**config.mk**
```make
export PLATFORM = sky130hd
export DESIGN_NAME = stream_mux_rr
export DESIGN_NICKNAME = d
export VERILOG_FILES = /design/src/rtl/stream_mux_rr.sv
export SDC_FILE = /design/constraint.sdc
export NUM_CORES = 1
export LEC_CHECK = 0
export CAP_MARGIN = 20
export CORE_MARGIN = 1
export CORE_UTILIZATION = 37
export DETAILED_ROUTE_END_ITERATION = 7
export PLACE_DENSITY = 0.82
export SETUP_SLACK_MARGIN = 0.5
export SYNTH_ARGS = -nofsm -noshare
export SYNTH_HDL_FRONTEND = slang
export SYNTH_SLANG_ARGS = --single-unit
```
**constraint.sdc**
```tcl
create_clock -name clock -period 2.47 [get_ports clock]
set_clock_uncertainty 0.1 [all_clocks]
set_input_delay 0.494 -clock clock [delete_from_list [all_inputs] [get_ports clock]]
set_output_delay 0.494 -clock clock [all_outputs]
set_load 0.05 [all_outputs]
```
**src/rtl/stream_mux_rr.sv**
```systemverilog
// Stream multiplexer: selects one of NCH valid/ready input channels, either by a fixed
// select or by round-robin arbitration, into a single registered output stage.
module stream_mux_rr #(
    parameter int WIDTH = 4,
    parameter int NCH   = 4,
    parameter int SELW  = 2
) (
    input  logic                 clock,
    input  logic                 reset_b,
    input  logic                 mode,
    input  logic [SELW-1:0]      sel,
    input  logic [NCH*WIDTH-1:0] in_data,
    input  logic [NCH-1:0]       in_valid,
    output logic [NCH-1:0]       in_ready,
    output logic [WIDTH-1:0]     out_data,
    output logic                 out_valid,
    input  logic                 out_ready,
    output logic [SELW-1:0]      out_chan
);

    logic            load_en;
    logic            fixed_found;
    logic            rr_found;
    logic [SELW-1:0] rr_idx;
    logic            grant_found;
    logic [SELW-1:0] grant_idx;
    logic            transfer;
    logic [WIDTH-1:0] grant_data;
    logic [SELW-1:0] last_grant;

    assign load_en = !out_valid || out_ready;

    // An out-of-range sel simply matches no channel, so it yields no grant.
    always_comb begin
        fixed_found = 1'b0;
        for (int i = 0; i < NCH; i++) begin
            if (sel == SELW'(i) && in_valid[i]) begin
                fixed_found = 1'b1;
            end
        end
    end

    // Search upward from last_grant+1, wrapping; the first hit wins.
    always_comb begin
        rr_found = 1'b0;
        rr_idx   = '0;
        for (int k = 1; k <= NCH; k++) begin
            if (!rr_found && in_valid[(int'(last_grant) + k) % NCH]) begin
                rr_found = 1'b1;
                rr_idx   = SELW'((int'(last_grant) + k) % NCH);
            end
        end
    end

    always_comb begin
        if (mode) begin
            grant_found = rr_found;
            grant_idx   = rr_idx;
        end else begin
            grant_found = fixed_found;
            grant_idx   = sel;
        end
    end

    assign transfer = load_en && grant_found;

    always_comb begin
        in_ready   = '0;
        grant_data = '0;
        for (int i = 0; i < NCH; i++) begin
            if (grant_idx == SELW'(i)) begin
                grant_data = in_data[i*WIDTH +: WIDTH];
                if (transfer) begin
                    in_ready[i] = 1'b1;
                end
            end
        end
    end

    always_ff @(posedge clock or negedge reset_b) begin
        if (!reset_b) begin
            out_valid <= 1'b0;
            out_data  <= '0;
            out_chan  <= '0;
        end else if (load_en) begin
            if (grant_found) begin
                out_valid <= 1'b1;
                out_data  <= grant_data;
                out_chan  <= grant_idx;
            end else begin
                out_valid <= 1'b0;
            end
        end
    end

    // Reset to NCH-1 so the first round-robin search begins at channel 0.
    always_ff @(posedge clock or negedge reset_b) begin
        if (!reset_b) begin
            last_grant <= SELW'(NCH - 1);
        end else if (transfer) begin
            last_grant <= grant_idx;
        end
    end

endmodule

```
==> results.md, run 1 <==
* Post-Syn Nets at 93
* CTS tree: done
* HPWL Detailed at 1.73 mm
* Clock transition at path regs at roughly 0.07 ns
* GP Congestion at 0.865
* Gr usage total at 26.4%
* Total number of vias at 754
* Mux share of post-synthesis cell area at roughly 16%
* Worst rel slew slack at between 60% and 70%
* Die span in x at 44.1 µm
* Met3 usage at 4.90%
* Worst EP required at 1.88 ns
* CP Max Fanout at 6
* M1 GR Usage at 28.6%
* Unrepaired setup endpoints after global routing: true
* Status: finished, violations left
* Hold Path Class: reg -> reg
* CTS max path bufs at 2
* First DRT Iteration DRCs at 15
* Maximum VDD drop at 0.000455 V
* CP Capture Type: output port
* Sequential share of the synthesized area at 34.7%
* Synthesis-to-layout area growth at 96.0%
* Compound-Gate Fraction of Synth Area at a little over a fifth
* RR Endpoint: out_data[0]
* Pwr Total at 810 µW
* Clock sink count at 9
* Global-route wire length before repair at 3.66 mm
* XOR/XNOR Fraction of Synth Area at 0%
* Skew-Pair Late Insertion Delay at 0.26 ns
* Area after DPL at roughly 1200 µm²
* Worst R2R Path Depth at 9
* Layout cells sized above 1 at 43.4%
* Setup Viol. Count Final at 0
* Setup TNS at 0 ns
* Initial Utilization at between 40% and 50%
* Core area at 1580 µm²
* Arrival @ worst endpoint at 1.83 ns
* Met2 Usage GRT at 47.1%
* Fin. max-slew vios at 0
* Post-Synth Simple-Gate Area at 22.7%
* Pwr dens at roughly 630 nW/µm²
* Critical Path End: in_ready[3]
* #FFs+latches synth at 9
* Grt total ovfl at 0
* N_diodes at 0
* Routed Antenna Nets at 0
* DR WL/cell at 17.2 µm
* Largest net degree at the start of global routing at 10
* Final critical-path share of the clock period at 98.3%
* Clock root buffer: clkbuf_4
* Via-to-Cell Ratio at between 5 and 6
* Cells after synthesis at 67
* Worst-margin pin slew at between 0.5 and 0.6 ns
* Fin nets at 149
* Die span in y at roughly 44 µm
* Synth Area in Adders at 0%
* Beginning of the critical path: last_grant[0]
* H-tree Lvls at 1
* Most frequent cells in the layout: clkdlybuf4s50_1, nand2_1, buf_4
* Max Cap Violations at 0
* Gr busiest metal: met2
* Most common cell after layout, fill and taps aside: clkdlybuf4s50_1
* Synthesized area per cell at about 9.8 µm²
* Antenna violations before repair at 0
* RR Startpoint: last_grant[0]
* FP Rows at 14
* Vias in the first global route at around 790
* Crit path time final at 2.43 ns
* Synth Cell Area at 657 µm²
* Yosys cell types at 24
* I/O pins at 37
* Critical Path Source Type: register
* First drt pass iteration count at 6
* Hold Violations, Final at 0
* DRC errors left at 3
* FMAX at 412 MHz
* Violated checks: DRC
* I/O Buffers at 36
* Pleak at 0.589 nW
* Post-route cell area at 1290 µm²
* CTS buffer count at 3
* Hold_ws at 0.388 ns
* Yosys warnings at 0
* Main combinational cell family by area after synthesis: simple AND/OR/NAND/NOR gates
* Final wirelength at approximately 2.4 mm
* WS Path Type: reg -> out
* R2r setup slk at 0.44 ns
* DIE AREA at 1950 µm²
per-stage QoR:
step	worst slack (ns)	std cells	utilization, %
2_1_floorplan	0.265	67	-
3_3_place_gp	-0.382	130	75.6
3_5_place_dp	-0.428	130	75.6
4_1_cts	0.0880	138	81.2
5_1_grt	-0.0225	138	81.7
6_report	0.0413	138	81.7
synthesized netlist by cell type:
library cell	number	area (µm²)
o22ai_1	2	12.5
mux4_2	1	22.5
o21ai_1	1	5.00
or2b_1	2	15.0
mux2i_1	8	80.1
and3_4	1	11.3
or2_1	1	6.26
o22a_2	1	10.0
o22a_1	1	8.76
o221ai_2	5	75.1
a311oi_2	1	15.0
nor2_1	6	22.5
buf_2	1	5.00
a21oi_1	1	5.00
nand2b_4	1	13.8
nor3_1	2	10.0
dfrtp_1	7	175
inv_1	3	11.3
o21bai_1	1	7.51
buf_6	2	22.5
nand2_1	15	56.3
dfstp_2	2	52.6
nand3b_1	1	7.51
nand2b_1	1	6.26
state kept, by name (all words and copies together), names as in the netlist:
register    cells
last_grant      2
out_chan        2
out_data        4
out_valid       1
routing by layer:
layer / up-vias / routed length, µm
met5: - / 0
met4: 0 / 141
met3: 12 / 140
met2: 35 / 1170
met1: 355 / 931
li1: 352 / -
power breakdown:
group | switching (mW) | leakage [nW] | total (mW) | internal (mW)
Sequential | 0.0259 | 0.104 | 0.214 | 0.188
Clock | 0.0555 | 0.0150 | 0.118 | 0.0624
Combinational | 0.268 | 0.470 | 0.478 | 0.211
Total | 0.349 | 0.589 | 0.810 | 0.461
critical path, stage by stage, from the launching register on:
cell	delay [ns]
dfstp_2	0.59
nand2_2	0.07
a311oi_2	0.31
or2b_4	0.34
nor2_4	0.11
buf_12	0.14
worst min-delay path by stage:
stage / depth (start not counted) / startpoint / endpoint / slack, ns
finish: 2 / out_chan[0] / out_chan[0] / 0.39
global route: 2 / out_data[1] / out_data[1] / 0.42
CTS: 2 / out_data[2] / out_data[2] / 0.39
detailed placement: 2 / out_chan[0] / out_chan[0] / 0.38
global placement: 2 / out_chan[0] / out_chan[0] / 0.36
floorplan: 0 / reset_b / out_chan[0] / 0.1
layout make-up:
class	count	area [µm²]
Sequential cell	9	228
Clock buffer	4	26.3
Tap cell	16	20.0
Fill cell	97	289
Timing Repair Buffer	54	541
Inverter	3	18.8
Multi-Input combinational cell	52	454
repair_timing:
item | 4_1_cts | 5_1_grt
pin swaps | 9 | 1
setup buffers | 4 | 0
hold buffers | 0 | 0
endpoints found under the setup margin | 19 | 10
resized for setup | 50 | 1
cell families (layout without fill, tap and decap cells):
kind of cell,count (synthesis),after routing
and+or+nand+nor,30,30
AOI/OAI and AO/OA,13,13
muxes,9,9
DFF,9,9
buffers and inverters,6,61
No activity file was read; power rests on OpenSTA's default activity.
==> run 2: changes to the inputs <==
- PLACE_DENSITY: 0.82 -> unset
- PLACE_DENSITY_LB_ADDON: unset -> 0.05
==> run 2 against run 1 <==
Compared with the run above:
- the flow finishes with violations (DRC, setup timing)
- clock-buffer cell count did not move
- setup slack got worse by 0.054 ns
- power increased by 5.6%
- register-to-register slack hardly changed
==> results.md, run 2 (synthesis gave the netlist of run 1 again) <==
* CTS buffer count at 3 (unchanged)
* Clock power frac at 14.9% (was 14.6%)
* Post-route cell area at 1400 µm² (was 1290 µm²)
* Largest net degree at the start of global routing at 11 (was 10)
* WS Path Type: reg -> out (unchanged)
* CP Max Fanout at 6 (unchanged)
* I/O pins at 37 (unchanged)
* HPWL Detailed at 1.48 mm (was 1.73 mm)
* Grt total ovfl at 0 (unchanged)
* GP Congestion at 0.796 (was 0.865)
* Psw at 373 µW (was 349 µW)
* Crit path max-delay family: compound AO/OA/AOI/OAI gates (was flip-flops)
* Pint at 483 µW (was 461 µW)
* Gr usage total at 25.7% (was 26.4%)
* Clock transition at path regs at 0.07 ns (about the same)
* Final critical-path share of the clock period at 101% (was 98.3%)
* Worst rel slew slack at 67.6% (was 64.3%)
* Slowest-stage cell, CP: dfstp_2 (unchanged)
* Global-route wire length before repair at 3.57 mm (was 3.66 mm)
* Unrepaired setup endpoints after global routing: true (unchanged)
* Fin. max-slew vios at 0 (unchanged)
* Initial Utilization at 41.7% (unchanged)
* Critical path depth in cells at 6 (was 5)
* Crit path buf inv count at 1 (unchanged)
* DIE AREA at 1950 µm² (unchanged)
* Critical Path Source Type: register (unchanged)
* Setup Viol. Count Final at 2 (was 0)
* I/O Buffers at 36 (unchanged)
* Hold Buf Count CTS at 0 (unchanged)
* Layout cells sized above 1 at 50.8% (was 43.4%)
* Most frequent cells in the layout: buf_6, clkdlybuf4s50_1, nand2_1 (was clkdlybuf4s50_1, nand2_1, buf_4)
* CTS max path bufs at 2 (unchanged)
* Placed insts at 128 (was 130)
* Die span in x at 44.1 µm (unchanged)
* Hold Path Class: reg -> reg (unchanged)
* Clock root buffer: clkbuf_4 (unchanged)
* Core area at 1580 µm² (unchanged)
* Pleak at 0.643 nW (was 0.589 nW)
* Pwr Total at 855 µW (was 810 µW)
* Most common cell after layout, fill and taps aside: buf_6 (was clkdlybuf4s50_1)
* Area after DPL at 1180 µm² (was 1190 µm²)
* Fin nets at 157 (was 149)
* Status: finished, violations left (unchanged)
* Die span in y at 44.1 µm (unchanged)
* Critical Path End: in_ready[3] (unchanged)
* Synthesis-to-layout area growth at 113% (was 96.0%)
* Final wirelength at 2.66 mm (was 2.38 mm)
* H-tree Lvls at 1 (unchanged)
* Maximum VDD drop at 0.000459 V (was 0.000455 V)
* Crit path time final at 2.48 ns (was 2.43 ns)
* Violated checks: DRC, setup timing (was DRC)
* CP Capture Type: output port (unchanged)
* FMAX at 403 MHz (was 412 MHz)
* Max Cap Violations at 0 (unchanged)
* Non-filler cells, final at 146 (was 138)
* Worst R2R Path Depth at 8 (was 9)
* R2r setup slk at 0.45 ns (was 0.44 ns)
* RR Endpoint: out_data[0] (unchanged)
* Clock sink count at 9 (unchanged)
* RR Startpoint: last_grant[0] (unchanged)
* Worst EP required at 1.88 ns (about the same)
* Switching fraction of total power at 43.6% (was 43.1%)
* Crit-path max cell delay at 0.41 ns (was 0.59 ns)
* DR WL/cell at 18.2 µm (was 17.2 µm)
* Pwr dens at 613 nW/µm² (was 629 nW/µm²)
* Arrival @ worst endpoint at 1.89 ns (was 1.83 ns)
* Top reg by flops: out_data (unchanged)
* FP Rows at 14 (unchanged)
* Gate power share at 59.3% (was 59.1%)
* Largest regs: out_data x4, last_grant x2, out_chan x2 (unchanged)
* Cell Chain, Critical Path: o221ai_2 > o21ai_1 > a311oi_2 > or2b_4 > nor2_4 > buf_12 (was nand2_2 > a311oi_2 > or2b_4 > nor2_4 > buf_12)
* Sequential Power Share at 25.7% (was 26.4%)
* First drt pass iteration count at 6 (unchanged)
* Slack of the critical path at -0.0130 ns (was 0.0413 ns)
* Routed Antenna Nets at 0 (unchanged)
* Via-to-Cell Ratio at 5.49 (was 5.46)
* Antenna violations before repair at 0 (unchanged)
* Beginning of the critical path: last_grant[0] (unchanged)
* Max FFs per register at 4 (unchanged)
* Hold Violations, Final at 0 (unchanged)
* Total number of vias at 802 (was 754)
* DRC errors left at 3 (unchanged)
* Skew-Pair Late Insertion Delay at 0.27 ns (was 0.26 ns)
* CTS tree: done (unchanged)
* Vias in the first global route at 808 (was 787)
* Worst-margin pin slew at 0.488 ns (was 0.538 ns)
* First DRT Iteration DRCs at 22 (was 15)
* N_diodes at 0 (unchanged)
==> run 2: final cells by class <==
type,count,area (µm²)
Fill cell,89,180
Multi-Input combinational cell,52,464
Sequential cell,9,228
Inverter,3,18.8
Clock buffer,4,26.3
Timing Repair Buffer,62,639
Tap cell,16,20.0
==> run 2: routing by layer <==
layer | routed length (µm) | share of wire (%) | track usage, %
met2 | 1480 | 56 | 48.5
met5 | 0 | 0 | 0
met4 | 38 | 1.4 | 7.27
met3 | 123 | 4.6 | 6.53
met1 | 1020 | 38 | 27.8
==> run 2: through the flow <==
stage	setup slack, ns	TNS (ns)	util [%]	hold WS, ns
CTS	0.0848	0	83.0	0.379
detailed placement	-0.431	-3.37	74.6	0.366
finish	-0.0130	-0.0228	88.6	0.380
floorplan	0.265	0	-	0.0984
global route	-0.0578	-0.162	88.6	0.421
global placement	-0.394	-3.04	74.6	0.360
==> run 2: power by group through the flow <==
stage | sequential (mW) | combinational (mW) | clock [mW]
after global placement | 0.217 | 0.439 | 0
after floorplan | 0.309 | 0.180 | 0
after detailed placement | 0.218 | 0.444 | 0
final | 0.220 | 0.508 | 0.128
after CTS | 0.215 | 0.460 | 0.123
after global routing | 0.224 | 0.531 | 0.135
==> run 2: what timing repair did <==
| item | 4_1_cts | 5_1_grt |
|---|---|---|
| gates resized for setup | 45 | 25 |
| buffers inserted | 12 | 2 |
| pin swaps | 3 | 6 |
| setup endpoints to repair | 19 | 11 |
| endpoints found under the hold margin | 0 | 0 |
==> run 2: worst register-to-register path: cells and delay by family, from the launching register on <==
kind                   cells  cell delay, ns
AOI/OAI and AO/OA          4            0.56
buffers and inverters      3            0.40
DFF                        1            0.61
and+or+nand+nor            1            0.27
==> run 2: how the worst min path moves through the flow <==
stage	startpoint	end	slack (ns)	cells after the start
after floorplan	reset_b	out_chan[0]	0.1	0
after global placement	out_chan[0]	out_chan[0]	0.36	2
after detailed placement	out_chan[1]	out_chan[1]	0.37	2
after CTS	out_chan[1]	out_chan[1]	0.38	2
after global routing	out_chan[0]	out_chan[0]	0.42	2
final	out_chan[1]	out_chan[1]	0.38	2
